[src/rtl/wb_write_arbiter.sv]
// Register-file writeback arbiter: the pipeline result (A) has priority, and long-latency
// results (B) wait in a 2-entry FIFO. A busy scoreboard tracks outstanding long-latency destinations.
module wb_write_arbiter #(
  parameter int XLEN        = 32,
  parameter int RFIDX_WIDTH = 5,
  parameter int ADDR_SIZE   = 32,
  parameter int FIFO_DEPTH  = 2
) (
  input  logic                   clk,
  input  logic                   rstn,
  input  logic                   a_valid,
  input  logic [RFIDX_WIDTH-1:0] a_rd,
  input  logic [XLEN-1:0]        a_data,
  input  logic [ADDR_SIZE-1:0]   a_pc,
  input  logic                   b_valid,
  output logic                   b_ready,
  input  logic [RFIDX_WIDTH-1:0] b_rd,
  input  logic [XLEN-1:0]        b_data,
  input  logic [ADDR_SIZE-1:0]   b_pc,
  input  logic                   iss_valid,
  input  logic [RFIDX_WIDTH-1:0] iss_rd,
  input  logic [RFIDX_WIDTH-1:0] chk_rs1,
  input  logic [RFIDX_WIDTH-1:0] chk_rs2,
  output logic                   busy_rs1,
  output logic                   busy_rs2,
  output logic                   we3,
  output logic [RFIDX_WIDTH-1:0] wa3,
  output logic [XLEN-1:0]        wd3,
  output logic [ADDR_SIZE-1:0]   wpc
);

  localparam int NREGS = 1 << RFIDX_WIDTH;

  logic [RFIDX_WIDTH-1:0] fifo_rd   [FIFO_DEPTH];
  logic [XLEN-1:0]        fifo_data [FIFO_DEPTH];
  logic [ADDR_SIZE-1:0]   fifo_pc   [FIFO_DEPTH];
  logic                   wr_ptr;
  logic                   rd_ptr;
  logic [1:0]             count;

  logic [NREGS-1:0]       busy;
  logic [NREGS-1:0]       busy_next;

  logic                   sel_a;
  logic                   sel_b;
  logic                   push;
  logic [RFIDX_WIDTH-1:0] head_rd;

  // Selection looks only at entries already stored, so a fresh push waits at least one cycle.
  always_comb begin
    b_ready = (count != 2'd2);
    push    = b_valid && b_ready;
    sel_a   = a_valid && (a_rd != '0);
    sel_b   = !sel_a && (count != 2'd0);
    head_rd = fifo_rd[rd_ptr];
  end

  always_comb begin
    busy_next = busy;
    if (sel_b && (head_rd != '0))
      busy_next[head_rd] = 1'b0;
    // A reissue in the same cycle as the clear keeps the register busy.
    if (iss_valid && (iss_rd != '0))
      busy_next[iss_rd] = 1'b1;
  end

  always_comb begin
    busy_rs1 = (chk_rs1 != '0) && busy[chk_rs1];
    busy_rs2 = (chk_rs2 != '0) && busy[chk_rs2];
  end

  always_ff @(posedge clk or negedge rstn) begin
    if (!rstn) begin
      wr_ptr <= 1'b0;
      rd_ptr <= 1'b0;
      count  <= 2'd0;
      for (int i = 0; i < FIFO_DEPTH; i++) begin
        fifo_rd[i]   <= '0;
        fifo_data[i] <= '0;
        fifo_pc[i]   <= '0;
      end
    end else begin
      if (push) begin
        fifo_rd[wr_ptr]   <= b_rd;
        fifo_data[wr_ptr] <= b_data;
        fifo_pc[wr_ptr]   <= b_pc;
        wr_ptr            <= ~wr_ptr;
      end
      if (sel_b)
        rd_ptr <= ~rd_ptr;
      case ({push, sel_b})
        2'b10:   count <= count + 2'd1;
        2'b01:   count <= count - 2'd1;
        default: count <= count;
      endcase
    end
  end

  always_ff @(posedge clk or negedge rstn) begin
    if (!rstn)
      busy <= '0;
    else
      busy <= busy_next;
  end

  // A FIFO head with rd=0 is still consumed, but it produces no register write.
  always_ff @(posedge clk or negedge rstn) begin
    if (!rstn) begin
      we3 <= 1'b0;
      wa3 <= '0;
      wd3 <= '0;
      wpc <= '0;
    end else if (sel_a) begin
      we3 <= 1'b1;
      wa3 <= a_rd;
      wd3 <= a_data;
      wpc <= a_pc;
    end else if (sel_b) begin
      we3 <= (head_rd != '0);
      wa3 <= head_rd;
      wd3 <= fifo_data[rd_ptr];
      wpc <= fifo_pc[rd_ptr];
    end else begin
      we3 <= 1'b0;
      wa3 <= '0;
      wd3 <= '0;
      wpc <= '0;
    end
  end

endmodule

[config.mk]
export PLATFORM = sky130hd
export DESIGN_NAME = wb_write_arbiter
export DESIGN_NICKNAME = d
export VERILOG_FILES = /design/src/rtl/wb_write_arbiter.sv
export SDC_FILE = /design/constraint.sdc
export NUM_CORES = 1
export LEC_CHECK = 0
export CORE_UTILIZATION = 55
export DETAILED_ROUTE_END_ITERATION = 7
export GPL_TIMING_DRIVEN = 0
export PLACE_DENSITY = 0.86
export SYNTH_ARGS = -nofsm -noshare
export SYNTH_HDL_FRONTEND = slang
export SYNTH_SLANG_ARGS = --single-unit
[constraint.sdc]
create_clock -name clk -period 3.6 [get_ports clk]
set_clock_uncertainty 0.1 [all_clocks]
set_input_delay 0.72 -clock clk [delete_from_list [all_inputs] [get_ports clk]]
set_output_delay 0.72 -clock clk [all_outputs]
set_load 0.02 [all_outputs]
Word level (Yosys, flattened, before mapping)
Cells that the tools add are included.
{ "classes": {"addsub": 2, "order_cmp": 9, "n_eq_ne": 3, "muxes": 35, "bitwise": 7, "n_reduce_logical": 18} }
{ "ops": {"columns": ["op", "n"], "rows": [
  ["2-to-1 mux 32 bit", 13],
  ["bitwise mux 64 bit", 2],
  ["bitwise AND 32 bit", 1],
  ["demux 32 bit (select 1 bit)", 1],
  ["inverter 32 bit", 1],
  ["bitwise OR 32 bit", 1],
  ["2-to-1 mux 5 bit", 6],
  ["nonzero test 5 bit", 5],
  ["< comparator 5 x 6 -> 1 bit, second input constant", 4],
  ["binary-select mux 1 bit (select 5 bit)", 2],
  ["bitwise mux 10 bit", 1],
  ["demux 1 bit (select 5 bit)", 2],
  ["greater-or-equal comparator 5 x 1 -> 1 bit, second input constant", 2],
  ["logical AND 1 bit", 10],
  ["2-to-1 mux 1 bit", 6],
  ["demux 5 bit (select 1 bit)", 1],
  ["greater-or-equal comparator 2 bit, second input constant", 2],
  ["inverter 1 -> 2 bit", 2],
  ["case mux 2 bit (2 select lines)", 1],
  ["nonzero test 2 bit", 2],
  ["adder 2 x 1 -> 2 bit, second input constant", 1],
  ["== test 2 x 1 -> 1 bit, second input constant", 1],
  ["== test 2 bit, second input constant", 1],
  ["< comparator 2 x 1 -> 1 bit, second input constant", 1],
  ["other kinds (4)", 5]
]} }
{ "totals": {"regBits": 244, "inputBits": 158, "out_inout_bits": 73, "word_cells": 88} }

Logic depth before layout (Yosys ltp)
{ "depth": {"word_depth": 13, "mapped_depth": 10, "ltp_nobuf": 8} }

Worst setup path before layout
Ideal clock, no wire load.
{ "synth_path": {"kind": "input -> output", "startpoint": "input chk_rs2[1]", "endpoint": "output busy_rs2", "t_arrival_ns": 1.889, "required_time_ns": 2.780, "slack_ns": 0.891, "stages": 5, "path_buffers": 1, "cell_sequence": "buf_1 > mux4_2 > a2bb2oi_1 > a22oi_1 > o211ai_1"} }
{ "synth_between": {"elab_chain_cells": 3, "word_cells_on_any_way": 4, "cone_classes": "mux: 2; reduce/logical: 2"} }
{ "synth_lines": {"columns": ["item", "line_no", "rtl"], "rows": [
  ["start, declared", "23", "input logic [RFIDX_WIDTH-1:0] chk_rs2,"],
  ["binary-select mux 1 bit (select 5 bit)", "69", "busy_rs2 = (chk_rs2 != '0) && busy[chk_rs2];"],
  ["2-to-1 mux 1 bit (not written as such)", "69", null],
  ["logical AND 1 bit (*)", "69", null],
  ["end, declared", "25", "output logic busy_rs2,"]
]} }
Every way passes the cells marked *; elsewhere a longest branch is shown, timed or not. The select of a mux whose other input is x is not followed.

Final worst setup path
Ends and elaborated chain as after synthesis.

==> impl_results.md <==
* Post-route setup slack at 180.7 ps
* Status: finished, final reports clean
* Critical path cell sequence: clkdlybuf4s50_1, buf_4, mux4_2, a2bb2oi_1, a22oi_1, o211ai_1, dlygate4sd2_1
* Via count at 8009
* CTS Buffer Depth at 3
* Pre-antenna DRT Iters at 6
* Synthesized area at 10770 sq um
* Final setup viols at 0
* Setup crit start kind: input port
* WP buf/inv at 3
* CP Max Fanout at 10
* Drt via density at 5.749
* Tcrit/Tclk final at 94.98%
* I/O pins at 231
* Core Box Area at 18960 sq um
* Die Ht at 141.9 um
* Largest stage delay, worst path at 580 ps
* Worst r2r dst: busy[4]
* P&R area growth vs syn at 33.15%
* Mapped Cells at 858
* Slew HR at 38.77%
* VDD IR max at 0.4970 mV
* Slowest CP cell: clkdlybuf4s50_1
* Post-DP HPWL at 19890 um
* WS Path Type: input port to output pin
* Clock sinks at 243
* Most frequent cells in the layout: 243 x dfrtp_1, 226 x clkdlybuf4s50_1, 142 x mux2_2
* Worst endpoint required time at 2780 ps
* Final Power at 12.31 mW
* Drc violations at 0
* Largest net degree at the start of global routing at 124
* R2R depth at 5
* Max Slew Vio Count at 0
* Flop2flop setup slack at 1090 ps
* CTS tree: done
* Synth Area per Inst at 12.55 sq um
* CP arrival at 2600 ps
* Nets at 1275
* Clock root buffer: clkbuf_16
* CTS Buf Count at 25
* Commonest non-fill, non-tap cell in the layout: dfrtp_1
* Crit-path leading delay family: buffers and inverters
* Syn. warnings at 0
* CTS H-tree lvls at 1
* Iter 0 DRT Violations at 525
* Minimum clock period at 3419 ps
* Number of global-route vias before repair at 8349
* Die X-Extent at 141.9 um
* Initial core utilization at 56.83%
* Gr usage total at 29.16%
* Cell variety after synth at 37
* Worst-path clk slew at 60 ps
* Pwr/cell area at 858.1 nW/um^2
* Final global-route overflow total at 0
* Worst-margin pin slew at 918.4 ps
* Routed Wire Length at 28380 um
* RSZ-0062 raised after global routing: no
* Placer Congestion at 0.9175
* First-pass GRT wire length at 45280 um
* Worst slack, placed at -343.0 ps
* Pleak at 6.187 nW
* Site Rows at 50
* Initial antenna violation count at 0
* Total of max-cap violations at 0
* Final core occ at 75.66%
* Setup crit end kind: output pin
* Port Buffers at 230
* Routed length per instance at 20.37 um
* Full die area at 20150 sq um
* Detail Route Antenna Nets at 0
* Fraction of layout cells with a size suffix above 1 at 19.95%
* #FFs+latches synth at 243
* Final hold viol count at 0
* Sequential area share after synthesis at 56.45%
* Net Count, Synth at 1017
* F_max at 0.2925 GHz
* R2R Path Start: count[0]
* Min-delay worst type: input port to async pin
* Worst-Skew Late Latency at 520 ps
* Inserted Diodes at 0
==> synth_stat cells <==
library cell | instances | area [sq um]
dfrtp_1 | 243 | 6081
mux2_2 | 142 | 1599
nand2_1 | 120 | 450.4
o31ai_1 | 95 | 713.2
mux2i_1 | 85 | 850.8
clkbuf_1 | 23 | 86.33
buf_2 | 19 | 95.09
nand3_1 | 16 | 80.08
nor2_1 | 16 | 60.06
buf_1 | 12 | 45.04
nor2b_1 | 10 | 62.56
nand2b_1 | 8 | 50.05
o21ai_0 | 8 | 40.04
buf_6 | 6 | 67.56
mux4_2 | 6 | 135.1
o41ai_1 | 6 | 52.55
a21oi_1 | 5 | 25.02
inv_1 | 5 | 18.77
a22oi_1 | 4 | 30.03
xnor2_1 | 4 | 35.03
o211ai_1 | 3 | 22.52
a2111oi_0 | 2 | 17.52
a211oi_1 | 2 | 15.01
nand4b_1 | 2 | 17.52
nor3_1 | 2 | 10.01
or3b_2 | 2 | 17.52
or4_1 | 2 | 15.01
a2bb2oi_1 | 1 | 8.760
ha_1 | 1 | 12.51
nor2_2 | 1 | 6.260
nor4_1 | 1 | 6.260
o21a_1 | 1 | 7.510
o21bai_1 | 1 | 7.510
o22a_1 | 1 | 8.760
or2_1 | 1 | 6.260
or3_1 | 1 | 6.260
xor2_1 | 1 | 8.760
==> sequential cells by signal, summed over array words and instances (netlist names) <==
name / count
fifo_data: 64
fifo_pc: 64
wd3: 32
wpc: 32
busy: 31
fifo_rd: 10
wa3: 5
count: 2
rd_ptr: 1
we3: 1
wr_ptr: 1
==> through the flow <==
step | setup TNS, ps | hold WS, ps | instance area, sq um | instances
global route | 0 | 246.0 | 14340 | 1393
finish | 0 | 161.0 | 14340 | 1393
global placement | -2034080 | 382.2 | 13400 | 1348
detailed placement | -628.2 | 389.1 | 13430 | 1349
CTS | 0 | 217.2 | 14340 | 1393
floorplan | 0 | 324.4 | 10770 | 858
==> worst max-delay path by stage <==
stage / from / end / slack, ps / cells after the start
finish: chk_rs2[1] / busy_rs2 / 180 / 7
CTS: chk_rs1[1] / busy_rs1 / 70 / 6
floorplan: chk_rs2[1] / busy_rs2 / 890 / 5
detailed placement: chk_rs2[1] / busy_rs2 / -340 / 7
global placement: rstn / fifo_pc[8] / -8390 / 1
global route: chk_rs1[0] / busy_rs1 / 30 / 7
==> layer usage <==
metal	track usage [%]	up-vias	wire [um]
met3	6.090	71	2078
met5	0	-	0
met4	9.508	0	846
li1	-	3623	-
met1	37.31	3956	11350
met2	49.73	359	14110
==> final cells by class <==
| class | instances | area [sq um] |
|---|---|---|
| Tap cell | 260 | 325.3 |
| Buffer | 60 | 304.0 |
| Multi-Input combinational cell | 550 | 4378 |
| Clock buffer | 30 | 674.4 |
| Clock inverter | 14 | 226.5 |
| Fill cell | 1256 | 4613 |
| Sequential cell | 243 | 6081 |
| Timing Repair Buffer | 231 | 2335 |
| Inverter | 5 | 18.77 |
==> timing repair <==
item                       4_1_cts  5_1_grt
setup endpoints to repair        2        1
setup buffers                    0        0
resized for setup                8        3
pin swaps                        0        0
hold buffers                     0        0
==> logic make-up after synthesis <==
logic type / share of synthesized area [%]
xor gates and xnor gates: 0.4065
buffers and inverters: 2.904
muxes: 24.00
AOI/OAI and AO/OA: 8.805
DFF: 56.45
and+or+nand+nor: 7.318
adders and majority gates: 0.1161
==> report_power, final <==
part / internal [mW] / leakage, nW / switching (mW) / total [mW]
Sequential: 4.02 / 2.91 / 0.714 / 4.73
Combinational: 2.37 / 2.83 / 2.37 / 4.74
Clock: 1.76 / 0.445 / 1.08 / 2.84
Total: 8.15 / 6.19 / 4.16 / 12.3
No activity file was read; power rests on OpenSTA's default activity.
